$ cat src/rtl/decode_stage_pkg.sv
// Shared decode definitions: RV32I opcodes, ALU op encoding, immediate
// formats, the registered decode packet and the ALU-op helper.
package decode_stage_pkg;

    localparam int unsigned INSTR_W = 32;
    localparam int unsigned RIDX_W  = 5;

    localparam logic [6:0] OPC_LUI    = 7'b0110111;
    localparam logic [6:0] OPC_AUIPC  = 7'b0010111;
    localparam logic [6:0] OPC_JAL    = 7'b1101111;
    localparam logic [6:0] OPC_JALR   = 7'b1100111;
    localparam logic [6:0] OPC_BRANCH = 7'b1100011;
    localparam logic [6:0] OPC_LOAD   = 7'b0000011;
    localparam logic [6:0] OPC_STORE  = 7'b0100011;
    localparam logic [6:0] OPC_OPIMM  = 7'b0010011;
    localparam logic [6:0] OPC_OP     = 7'b0110011;

    typedef enum logic [3:0] {
        ALU_ADD   = 4'd0,
        ALU_SUB   = 4'd1,
        ALU_SLL   = 4'd2,
        ALU_SLT   = 4'd3,
        ALU_SLTU  = 4'd4,
        ALU_XOR   = 4'd5,
        ALU_SRL   = 4'd6,
        ALU_SRA   = 4'd7,
        ALU_OR    = 4'd8,
        ALU_AND   = 4'd9,
        ALU_PASSB = 4'd10
    } alu_op_e;

    typedef enum logic [2:0] {
        IMM_NONE = 3'd0,
        IMM_I    = 3'd1,
        IMM_S    = 3'd2,
        IMM_B    = 3'd3,
        IMM_U    = 3'd4,
        IMM_J    = 3'd5
    } imm_fmt_e;

    typedef struct packed {
        logic [INSTR_W-1:0] pc;
        logic [RIDX_W-1:0]  rd;
        logic [INSTR_W-1:0] imm;
        alu_op_e            alu_op;
        logic               rf_we;
        logic               is_load;
        logic               is_store;
        logic               is_branch;
        logic               is_jump;
        logic               illegal;
    } dec_pkt_t;

    // funct3/funct7[5] to ALU op; only register-register ops may select SUB
    function automatic alu_op_e alu_decode(input logic [2:0] funct3,
                                           input logic       alt,
                                           input logic       allow_sub);
        alu_op_e op;
        case (funct3)
            3'b000:  op = (allow_sub && alt) ? ALU_SUB : ALU_ADD;
            3'b001:  op = ALU_SLL;
            3'b010:  op = ALU_SLT;
            3'b011:  op = ALU_SLTU;
            3'b100:  op = ALU_XOR;
            3'b101:  op = alt ? ALU_SRA : ALU_SRL;
            3'b110:  op = ALU_OR;
            default: op = ALU_AND;
        endcase
        return op;
    endfunction

endpackage

$ cat src/rtl/decode_stage_imm_gen.sv
// Immediate extraction by RV32I format, sign-extended from instr[31].
// Ports: instr (instruction word), fmt (immediate format), imm (result).
module decode_stage_imm_gen
    import decode_stage_pkg::*;
(
    input  logic [INSTR_W-1:0] instr,
    input  imm_fmt_e           fmt,
    output logic [INSTR_W-1:0] imm
);

    always_comb begin
        imm = '0;
        case (fmt)
            IMM_I: imm = {{20{instr[31]}}, instr[31:20]};
            IMM_S: imm = {{20{instr[31]}}, instr[31:25], instr[11:7]};
            IMM_B: imm = {{19{instr[31]}}, instr[31], instr[7], instr[30:25],
                          instr[11:8], 1'b0};
            IMM_U: imm = {instr[31:12], 12'b0};
            IMM_J: imm = {{11{instr[31]}}, instr[31], instr[19:12], instr[20],
                          instr[30:21], 1'b0};
            default: imm = '0;
        endcase
    end

endmodule

$ cat src/rtl/decode_stage.sv
// RV32I decode stage in front of the register file.
// Ports: clk/reset (async, active-high); in_* fetch handshake and instruction;
// rf_rs1/rf_rs2/rf_enable register file read request (combinational);
// out_* registered decode packet with out_valid/out_ready handshake;
// wb_valid/wb_rd writeback clear of the pending-write scoreboard;
// flush squashes the held packet.
module decode_stage
    import decode_stage_pkg::*;
#(
    parameter int unsigned XLEN = 32,
    parameter int unsigned NREG = 32
) (
    input  logic                clk,
    input  logic                reset,
    input  logic                in_valid,
    output logic                in_ready,
    input  logic [XLEN-1:0]     in_instr,
    input  logic [XLEN-1:0]     in_pc,
    output logic [RIDX_W-1:0]   rf_rs1,
    output logic [RIDX_W-1:0]   rf_rs2,
    output logic                rf_enable,
    output logic                out_valid,
    input  logic                out_ready,
    output logic [XLEN-1:0]     out_pc,
    output logic [RIDX_W-1:0]   out_rd,
    output logic [XLEN-1:0]     out_imm,
    output logic [3:0]          out_alu_op,
    output logic                out_rf_we,
    output logic                out_is_load,
    output logic                out_is_store,
    output logic                out_is_branch,
    output logic                out_is_jump,
    output logic                out_illegal,
    input  logic                wb_valid,
    input  logic [RIDX_W-1:0]   wb_rd,
    input  logic                flush
);

    logic [6:0]        opcode;
    logic [RIDX_W-1:0] dec_rd;
    imm_fmt_e          imm_fmt;
    logic [INSTR_W-1:0] imm_val;
    alu_op_e           dec_alu;
    logic              dec_writes, dec_we, dec_load, dec_store;
    logic              dec_branch, dec_jump, dec_illegal;
    logic              rs1_used, rs2_used;

    dec_pkt_t          pkt_q, pkt_d;
    logic              valid_q;
    logic [NREG-1:0]   pend, pend_next, set_vec, clr_vec, eff_pend;
    logic              rs1_hit, rs2_hit, hazard, accept;

    assign opcode = in_instr[6:0];
    assign dec_rd = in_instr[11:7];
    assign rf_rs1 = in_instr[19:15];
    assign rf_rs2 = in_instr[24:20];

    decode_stage_imm_gen u_imm_gen (
        .instr (in_instr[INSTR_W-1:0]),
        .fmt   (imm_fmt),
        .imm   (imm_val)
    );

    // Opcode decode: format, ALU op, control flags and source usage
    always_comb begin
        imm_fmt     = IMM_NONE;
        dec_alu     = ALU_ADD;
        dec_writes  = 1'b0;
        dec_load    = 1'b0;
        dec_store   = 1'b0;
        dec_branch  = 1'b0;
        dec_jump    = 1'b0;
        dec_illegal = 1'b0;
        rs1_used    = 1'b0;
        rs2_used    = 1'b0;
        case (opcode)
            OPC_LUI: begin
                imm_fmt = IMM_U; dec_alu = ALU_PASSB; dec_writes = 1'b1;
            end
            OPC_AUIPC: begin
                imm_fmt = IMM_U; dec_writes = 1'b1;
            end
            OPC_JAL: begin
                imm_fmt = IMM_J; dec_writes = 1'b1; dec_jump = 1'b1;
            end
            OPC_JALR: begin
                imm_fmt = IMM_I; dec_writes = 1'b1; dec_jump = 1'b1;
                rs1_used = 1'b1;
            end
            OPC_BRANCH: begin
                imm_fmt = IMM_B; dec_alu = ALU_SUB; dec_branch = 1'b1;
                rs1_used = 1'b1; rs2_used = 1'b1;
            end
            OPC_LOAD: begin
                imm_fmt = IMM_I; dec_writes = 1'b1; dec_load = 1'b1;
                rs1_used = 1'b1;
            end
            OPC_STORE: begin
                imm_fmt = IMM_S; dec_store = 1'b1;
                rs1_used = 1'b1; rs2_used = 1'b1;
            end
            OPC_OPIMM: begin
                imm_fmt = IMM_I; dec_writes = 1'b1; rs1_used = 1'b1;
                dec_alu = alu_decode(in_instr[14:12], in_instr[30], 1'b0);
            end
            OPC_OP: begin
                dec_writes = 1'b1; rs1_used = 1'b1; rs2_used = 1'b1;
                dec_alu = alu_decode(in_instr[14:12], in_instr[30], 1'b1);
            end
            default: dec_illegal = 1'b1;
        endcase
    end

    assign dec_we = dec_writes && (dec_rd != '0);

    // Writeback in the same cycle hides the pending bit from the hazard check
    assign clr_vec  = wb_valid ? (NREG'(1) << wb_rd) : '0;
    assign eff_pend = pend & ~clr_vec;

    // Source conflicts with committed pending writes or the packet still held
    assign rs1_hit = rs1_used && (rf_rs1 != '0) &&
                     (eff_pend[rf_rs1] || (valid_q && pkt_q.rf_we && pkt_q.rd == rf_rs1));
    assign rs2_hit = rs2_used && (rf_rs2 != '0) &&
                     (eff_pend[rf_rs2] || (valid_q && pkt_q.rf_we && pkt_q.rd == rf_rs2));
    assign hazard  = rs1_hit || rs2_hit;

    assign in_ready  = !reset && !flush && !hazard && (!valid_q || out_ready);
    assign rf_enable = in_valid && in_ready;
    assign accept    = rf_enable;

    always_comb begin
        pkt_d           = '0;
        pkt_d.pc        = in_pc[INSTR_W-1:0];
        pkt_d.rd        = dec_rd;
        pkt_d.imm       = imm_val;
        pkt_d.alu_op    = dec_alu;
        pkt_d.rf_we     = dec_we;
        pkt_d.is_load   = dec_load;
        pkt_d.is_store  = dec_store;
        pkt_d.is_branch = dec_branch;
        pkt_d.is_jump   = dec_jump;
        pkt_d.illegal   = dec_illegal;
    end

    // A squashed packet never reaches the scoreboard; set beats clear; x0 never pends
    assign set_vec   = (valid_q && out_ready && pkt_q.rf_we && !flush) ?
                       (NREG'(1) << pkt_q.rd) : '0;
    assign pend_next = ((pend & ~clr_vec) | set_vec) & ~NREG'(1);

    // Packet register and scoreboard
    always_ff @(posedge clk or posedge reset) begin
        if (reset) begin
            valid_q <= 1'b0;
            pkt_q   <= '0;
            pend    <= '0;
        end else begin
            pend <= pend_next;
            if (flush) begin
                valid_q <= 1'b0;
            end else if (accept) begin
                valid_q <= 1'b1;
                pkt_q   <= pkt_d;
            end else if (out_ready) begin
                valid_q <= 1'b0;
            end
        end
    end

    assign out_valid     = valid_q;
    assign out_pc        = XLEN'(pkt_q.pc);
    assign out_rd        = pkt_q.rd;
    assign out_imm       = XLEN'(pkt_q.imm);
    assign out_alu_op    = pkt_q.alu_op;
    assign out_rf_we     = pkt_q.rf_we;
    assign out_is_load   = pkt_q.is_load;
    assign out_is_store  = pkt_q.is_store;
    assign out_is_branch = pkt_q.is_branch;
    assign out_is_jump   = pkt_q.is_jump;
    assign out_illegal   = pkt_q.illegal;

endmodule

$ cat config.mk
export PLATFORM = sky130hd
export DESIGN_NAME = decode_stage
export DESIGN_NICKNAME = d
export VERILOG_FILES = /design/src/rtl/decode_stage_pkg.sv /design/src/rtl/decode_stage_imm_gen.sv /design/src/rtl/decode_stage.sv
export SDC_FILE = /design/constraint.sdc
export NUM_CORES = 1
export LEC_CHECK = 0
export BUFFER_PORTS_ARGS = -buffer_cell sky130_fd_sc_hd__buf_4
export CAP_MARGIN = 20
export CORE_ASPECT_RATIO = 0.8
export CORE_UTILIZATION = 25
export DETAILED_ROUTE_END_ITERATION = 10
export SLEW_MARGIN = 20
export SYNTH_ARGS = -nofsm -noshare
export SYNTH_HDL_FRONTEND = slang
export SYNTH_SLANG_ARGS = --single-unit
$ cat constraint.sdc
create_clock -name clk -period 7.6 [get_ports clk]
set_clock_uncertainty 0.2 [all_clocks]
set_input_delay 1.52 -clock clk [delete_from_list [all_inputs] [get_ports clk]]
set_output_delay 1.52 -clock clk [all_outputs]
set_load 0.05 [all_outputs]
---- Word level (Yosys, flattened, before mapping) ----
Cells that the tools add are included.
cells by class
  equality and inequality tests ........... 22
  shift-type cells ........................ 2
  bitwise operators ....................... 4
  multiplexer cells ....................... 24
  $lt $le $gt $ge ......................... 2
  reduce and logical (&&, ||, !) cells .... 36
operators by type and width
  cell                                                                           count
  32-bit one-hot mux with 5 select lines                                         1
  32-bit two-way mux                                                             2
  1-bit by 5-bit << shifter with 32-bit output (first input constant)            2
  4-bit one-hot mux with 7 select lines                                          2
  32-bit AND                                                                     1
  32-bit inverter                                                                1
  32-bit OR                                                                      1
  7-bit by 6-bit == test with 1-bit output (second input constant)               3
  7-bit == test (second input constant)                                          3
  4-bit one-hot mux with 4 select lines                                          1
  3-bit == test (second input constant)                                          5
  1-bit logical AND                                                              15
  1-bit two-way mux                                                              15
  3-bit one-hot mux with 5 select lines                                          1
  5-bit nonzero test                                                             3
  7-bit by 5-bit == test with 1-bit output (second input constant)               2
  3-bit by 2-bit == test with 1-bit output (second input constant)               4
  5-bit by 6-bit less-than comparator with 1-bit output (second input constant)  2
  1-bit binary-select mux with 5-bit select                                      2
  5-bit == test                                                                  2
  9-bit OR reduction                                                             1
  7-bit by 2-bit == test with 1-bit output (second input constant)               1
  7-bit OR reduction                                                             1
  3-bit by 1-bit == test with 1-bit output (second input constant)               2
  other kinds (9)                                                                17
word-level totals
  output and inout bits ................... 92
  register bits ........................... 111

---- Longest topological paths before layout ----
Gate-level depths: netlist of run 1.
  word-level depth ........................ 15
  mapped depth ............................ 11
  gate-level depth less buffers ........... 8

---- Hierarchy ----
From an unflattened synthesis of run 1, not the netlist that was laid out.
unflattened totals
  cell total of the unflattened synthesis .. 554
  area, all modules ....................... 6367.4 sq um
by module, submodules not included
  module                times used  area each (sq um)  seq. area each (sq um)  cells an instance
  decode_stage          1           5977.0             2777.7                  488
  decode_stage_imm_gen  1           390.4              0.0                     66

---- Worst setup path after synthesis of run 1 ----
OpenSTA, ideal clock, no wires.
  kind .................................... in2out
  start ................................... input port wb_rd[1]
  end ..................................... output port in_ready
  path buffers ............................ 3
  arrival time ............................ 4.014 ns
  cell stages on the path ................. 10
  data required time ...................... 5.880 ns
  slack ................................... 1.866 ns
  cells stage by stage .................... clkbuf_1 or2_1 clkbuf_1 o211ai_1 a21oi_1 or4_1 a311o_1 nand2_1 buf_1 and2_1
on the way
  cells in the longest elaborated chain, start to end .. 12
  elaborated cells on any way between the ends .. 16
  classes of those cells .................. 1 x shift; 5 x mux; 2 x bitwise; 8 x reduce/logical
RTL lines
  item                                                                 RTL line                                  source
  from (decl)                                                          decode_stage.sv:35                        input logic [RIDX_W-1:0] wb_rd,
  1-bit by 5-bit << shifter with 32-bit output (*)                     decode_stage.sv:117                       assign clr_vec = wb_valid ? (NREG'(1) << wb_rd) : '0;
  32-bit two-way mux (*)                                               decode_stage.sv:117
  32-bit inverter (*)                                                  decode_stage.sv:118                       assign eff_pend = pend & ~clr_vec;
  32-bit AND (*)                                                       decode_stage.sv:118
  1-bit binary-select mux with 5-bit select, on equally long branches  decode_stage.sv:122, decode_stage.sv:124
  1-bit two-way mux, on equally long branches                          decode_stage.sv:122, decode_stage.sv:124
  1-bit logical OR, on equally long branches                           decode_stage.sv:122, decode_stage.sv:124
  1-bit logical AND, on equally long branches                          decode_stage.sv:121, decode_stage.sv:123
  1-bit logical OR (*)                                                 decode_stage.sv:125                       assign hazard = rs1_hit || rs2_hit;
  1-bit logical NOT (*)                                                decode_stage.sv:127                       assign in_ready = !reset && !flush && !hazard && (!valid_q || out_ready);
  1-bit logical AND (*) (2 in series)                                  decode_stage.sv:127
  to (decl)                                                            decode_stage.sv:16                        output logic in_ready,
Every way passes the cells marked *; elsewhere a longest branch is shown, timed or not. The select of a mux whose other input is x is not followed.

---- Final worst setup path of run 1 ----
  start ................................... input port wb_rd[4]
  end ..................................... output port rf_enable
on the way
  cells in the longest elaborated chain, start to end .. 13
  elaborated cells on any way between the ends .. 17
  classes of those cells .................. 1 x shift; 5 x mux; 2 x bitwise; 9 x reduce/logical
RTL lines
  item                                                                 RTL line                                  source
  1-bit by 5-bit << shifter with 32-bit output (*)                     decode_stage.sv:117
  32-bit two-way mux (*)                                               decode_stage.sv:117
  32-bit inverter (*)                                                  decode_stage.sv:118
  32-bit AND (*)                                                       decode_stage.sv:118
  1-bit binary-select mux with 5-bit select, on equally long branches  decode_stage.sv:122, decode_stage.sv:124
  1-bit two-way mux, on equally long branches                          decode_stage.sv:122, decode_stage.sv:124
  1-bit logical OR, on equally long branches                           decode_stage.sv:122, decode_stage.sv:124
  1-bit logical AND, on equally long branches                          decode_stage.sv:121, decode_stage.sv:123
  1-bit logical OR (*)                                                 decode_stage.sv:125
  1-bit logical NOT (*)                                                decode_stage.sv:127
  1-bit logical AND (*) (2 in series)                                  decode_stage.sv:127
  1-bit logical AND (*)                                                decode_stage.sv:128                       assign rf_enable = in_valid && in_ready;
  to (decl)                                                            decode_stage.sv:21                        output logic rf_enable,
Marks and branches as above.

==> results of run 1 <==
power groups by stage:
stage          Combinational, uW  Sequential (uW)  Clock [uW]
2_1_floorplan                173              912           0
3_3_place_gp                 555              720           0
3_5_place_dp                 557              722           0
4_1_cts                      557              712         522
5_1_grt                      583              722         544
6_report                     554              711         504
logic make-up after synthesis:
| group | after synthesis | synth area share |
|---|---|---|
| compound gates | 144 | 0.162 |
| xor+xnor | 11 | 0.0166 |
| buf+inv | 68 | 0.0585 |
| flops | 111 | 0.477 |
| mux | 80 | 0.164 |
| simple gates | 131 | 0.122 |
per-stage QoR:
step           hold WS (ps)  power [uW]  setup slack, ps  std cells  utilization
2_1_floorplan           271        1080             1870        545            -
5_1_grt                 307        1850             1040        991        0.333
3_3_place_gp            276        1270             1330        975        0.319
3_5_place_dp            282        1280             1320        975        0.319
6_report                293        1770             1330        991        0.333
4_1_cts                 300        1790             1320        991        0.333
worst register-to-register path: cells and delay by family (launching register included):
kind | cells | cell delay (ps)
compound gates | 3 | 640
xor+xnor | 1 | 240
buf+inv | 1 | 600
flops | 1 | 550
mux | 1 | 410
simple gates | 3 | 1290
layer usage:
| layer | track usage | vias to the layer above | wire length, um |
|---|---|---|---|
| li1 | - | 2251 | - |
| met1 | 0.233 | 2430 | 8960 |
| met2 | 0.236 | 208 | 8060 |
| met3 | 0.0495 | 15 | 1650 |
| met4 | 0.0362 | 0 | 233 |
| met5 | 0 | - | 0 |
cells in the final DEF, fill, tap and decap left out, drive strengths merged, types with 3 or more instances in the layout:
master	netlist	final
nand2b	7	7
a32o	9	9
dfrtp	111	111
nand4b	3	3
nand2	44	44
nand3b	5	5
a22oi	3	3
xor2	11	11
inv	22	24
a21oi	14	14
mux2	61	61
nand3	6	6
mux2i	13	13
nor3	8	8
mux4	6	6
nor2b	8	8
buf	22	169
clkbuf	23	10
clkinv	1	4
o21ai	64	64
a22o	7	7
a211oi	5	5
or4	3	3
nor2	18	18
and3	9	9
and2	3	3
o21bai	4	4
a31oi	7	7
or2	3	3
o211ai	8	8
flip-flops by register name, indices dropped and copies added, names as in the netlist:
name	cells
out_imm	32
out_pc	32
pend	31
out_rd	5
out_alu_op	4
out_illegal	1
out_is_branch	1
out_is_jump	1
out_is_load	1
out_is_store	1
out_rf_we	1
out_valid	1
final timing paths:
path                                              from                       to  slack (ps)  depth (start not counted)
worst max-delay path                          wb_rd[4]                rf_enable        1330                         10
worst min-delay path            out_pc[20]$_DFFE_PP0P_   out_pc[20]$_DFFE_PP0P_         290                          1
worst max register to register   out_rd[1]$_DFFE_PP0P_  out_is_jump$_DFFE_PP0P_        3550                          9
worst min register to register  out_pc[20]$_DFFE_PP0P_   out_pc[20]$_DFFE_PP0P_         290                          1
max in group asynchronous                        reset  out_is_jump$_DFFE_PP0P_        4920                          3
min in group asynchronous                        reset       pend[16]$_DFF_PP0_        1130                          2
area by class of cell:
class	instances	share of cell area
well taps	306	0.0508
flip-flops and latches	111	0.369
repair buffers	169	0.168
clock buffers	10	0.0317
clock inverters	6	0.00880
multi-input cells	366	0.360
inverters	23	0.0118
==> results.yml, run 1 <==
run_status:
  status: "completed"
timing:
  fin_crit_sh: 0.825
  slew_viol_final: 0
  tns_ps: 0
  hold_viol: 0
  worstMarginPinSlew_ps: 814
  slew_headroom: 0.457
  period_needed_ps: 6270
  rsz0062_at_grt: "no"
  finalSetupViolCount: 0
  fmax_mhz: 160
cts:
  htree_levels: 3
  ctsLongestPathBuffers: 2
  clkSinkCount: 111
  cts_tree: "yes"
  clkTransAtPathRegs_ps: 70
  cts_hold_buffers: 0
  cts_buffers: 9
  ctsResizeCount: 0
  cts_setup_buffers: 0
  root_buffer: "clkbuf_16"
  insertion_delay_ps: 360
pwr:
  internal_power_uw: 1100
  clkPwrFrac: 0.285
  p_per_area_nw_per_um2: 235
  p_seq_frac: 0.402
  comb_power_share: 0.313
  switching_share: 0.378
  ir_drop_v: 0.000115
  leakage_uw: 0.00355
  switching_power_uw: 669
placed_design:
  hpwl_mm: 14.0
  port-buffer-count: 166
  dpl-instance-area_um2: 7220
  place.gp.congestion: 0.909
floorplanning:
  die_h_um: 138
  design.die.area_um2: 23900
  core_um2: 22600
  fp.dieW_um: 173
  io_pins: 167
  start_util: 0.257
  row_count: 49
drt:
  drcViolationCount: 0
  ant_nets: 0
  via_count: 4904
  via_per_inst: 4.95
  first_pass_iters: 5
  wirelength_mm: 18.9
  post_drt_wl_per_cell_um: 19.1
  drt_iter0_markers: 466
synthesis:
  yosysTopAreaCellShare: 0.477
  mappedNetlistArea_um2: 5820
  syn_nets: 620
  synth_area_per_cell_um2: 10.7
  synth_cell_types: 67
  synth_ff_type: "dfrtp_1"
  syn_inst: 545
  synthArstFlopShare: 1.00
  synth-edff-count: 0
  synth-seq-area-share: 0.477
  synthTopCellsByArea: "dfrtp_1, mux2_1, o21ai_0"
  synth_common_cells: "dfrtp_1, mux2_1, o21ai_0"
  yosys_warnings: 0
  synth_largest_area_cell: "dfrtp_1"
  yosysMostFrequentCell: "dfrtp_1"
  synth-seq-cells: 111
worst_setup_path:
  end_kind: "output pin"
  critPathMostFrequentCell: "buf_4"
  worstSetupPathType: "input pin to output pin"
  arrival_ps: 4550
  critPathTopFamily: "simple AND/OR/NAND/NOR gates"
  cp_max_fo: 39
  slowest_delay_ps: 530
  path_buf_inv: 3
  cpMaxStageDelayCell: "nand3_4"
  cp_cell_sequence: "buf_4, nand4bb_1, o21ai_0, nor2_1, or4_1, a311o_1, nand2_1, nand3_4, inv_1, buf_4"
  crit_path_start_kind: "input pin"
  crit_required_ps: 5880
global_routing:
  antenna_found_initial: 0
  gr-usage-all-layers: 0.162
  grt_pass1_wl_mm: 29.9
  grt_max_degree: 64
  grt_overflow_total: 0
  grt_pass1_vias: 4839
cells_and_area:
  area_growth_pct: 29.5
  fin_area_um2: 7540
  diodes: 0
  drive_gt1_frac: 0.296
  fillers: 2350
  multiInputGateArea_um2: 2710
  nets: 755
  register_area_um2: 2780
worst_hold_path:
  min_path_type: "flip-flop to flip-flop"
job:
  drv_cap: 0
(Power assumes the default switching activity.)
==> run 2, diff against run 1 <==
- clock period: 7.6 -> 5.5 ns (I/O delays scaled with it)
==> run 2 against run 1 <==
Against the previous run:
- clock-buffer cell count did not move
- combinational power rose by 39%
- non-clock buffer count rose by 5
- largest power group unchanged
==> results.yml, run 2 (synthesis gave the netlist of run 1 again) <==
worst_setup_path:
  cp_max_fo: 18
  worstSetupPathType: "input pin to output pin"
  reg2reg_from: "out_rd[1]$_DFFE_PP0P_"
  crit_required_ps: 4200
  startpoint: "wb_rd[1]"
  end_kind: "output pin"
  crit_path_start_kind: "input pin"
  arrival_ps: 3600
  r2r_cells: 9
placed_design:
  port-buffer-count: 166
  place.gp.congestion: 0.909
  dp_cells: 979
  hpwl_mm: 14.1
timing:
  finalSetupViolCount: 0
  slew_viol_final: 0
  rsz0062_at_grt: "no"
  fmax_mhz: 204
  slew_headroom: 0.532
  hold_viol: 0
  period_needed_ps: 4900
  holdWs_ps: 294
  tns_ps: 0
  worstMarginPinSlew_ps: 702
  fin_crit_sh: 0.891
pwr:
  p_per_area_nw_per_um2: 326
  leakage_uw: 0.00358
  total_power_uw: 2470
  ir_drop_v: 0.000153
floorplanning:
  io_pins: 167
  die_h_um: 138
  row_count: 49
  design.die.area_um2: 23900
  start_util: 0.257
  core_um2: 22600
  fp.dieW_um: 173
cells_and_area:
  final_core_util: 0.335
  final_common_cell: "buf_4"
  drive_gt1_frac: 0.300
  nets: 760
  diodes: 0
  final_cells: 995
  area_growth_pct: 30.3
  most-common-layout-cells: "buf_4, dfrtp_1, mux2_1"
global_routing:
  grt_pass1_vias: 4771
  gr-usage-all-layers: 0.157
  grt_max_degree: 52
  antenna_found_initial: 0
  grt_pass1_wl_mm: 28.8
  grt_overflow_total: 0
drt:
  via_per_inst: 4.89
  drt_iter0_markers: 421
  ant_nets: 0
  post_drt_wl_per_cell_um: 18.8
  via_count: 4865
  wirelength_mm: 18.7
  drcViolationCount: 0
  first_pass_iters: 5
job:
  drv_cap: 0
cts:
  cts_setup_buffers: 0
  cts_hold_buffers: 0
  root_buffer: "clkbuf_16"
  ctsResizeCount: 0
  cts_tree: "yes"
  ctsLongestPathBuffers: 2
  clkSinkCount: 111
  clkTransAtPathRegs_ps: 70
  insertion_delay_ps: 350
  htree_levels: 3
  cts_buffers: 9
worst_hold_path:
  hold_path_depth: 1
  hp-start: "out_pc[7]$_DFFE_PP0P_"
  min_path_type: "flip-flop to flip-flop"
run_status:
  status: "completed"
-- run 2: worst paths after layout --
kind / end / slack, ps
max in group asynchronous: out_imm[10]$_DFFE_PP0P_ / 3490
setup / recovery: rf_enable / 600
hold reg to reg: out_pc[7]$_DFFE_PP0P_ / 290
setup reg to reg: out_pc[11]$_DFFE_PP0P_ / 2180
min in group asynchronous: pend[28]$_DFF_PP0_ / 550
hold / removal: out_pc[7]$_DFFE_PP0P_ / 290
-- run 2: per-layer routing --
layer,up-vias,global-route usage,share of wire
li1,2251,-,-
met1,2407,0.222,0.47
met2,192,0.231,0.44
met3,15,0.0490,0.081
met4,0,0.0390,0.013
met5,-,0,0
-- run 2: power by group --
part | switching, uW | total (uW) | internal, uW
sequential | 72.9 | 979 | 906
clock | 310 | 721 | 411
combinational | 525 | 772 | 247
total | 908 | 2470 | 1560
-- run 2: area by class of cell --
| class | instances | area, um2 |
|---|---|---|
| Fill cell | 2338 | 15000 |
| Sequential cell | 111 | 2780 |
| Multi-Input combinational cell | 366 | 2710 |
| Timing Repair Buffer | 174 | 1310 |
| Tap cell | 306 | 383 |
| Clock buffer | 10 | 239 |
| Inverter | 23 | 88.8 |
| Clock inverter | 5 | 82.6 |
-- run 2: metrics by stage --
stage                     area [um2]  setup WS [ps]
after floorplan                 5820            606
after global placement          7250            701
after detailed placement        7250            641
after CTS                       7580            642
after global routing            7580            421
final                           7580            600
-- run 2: critical path, cell delays in order --
cell and delay (ps):
buf_4 140, or2_1 350, o21ai_0 450, mux2i_1 150, o32ai_1 360, o221ai_1 190
o211ai_2 260, nand3_4 270, inv_1 120, buf_4 200
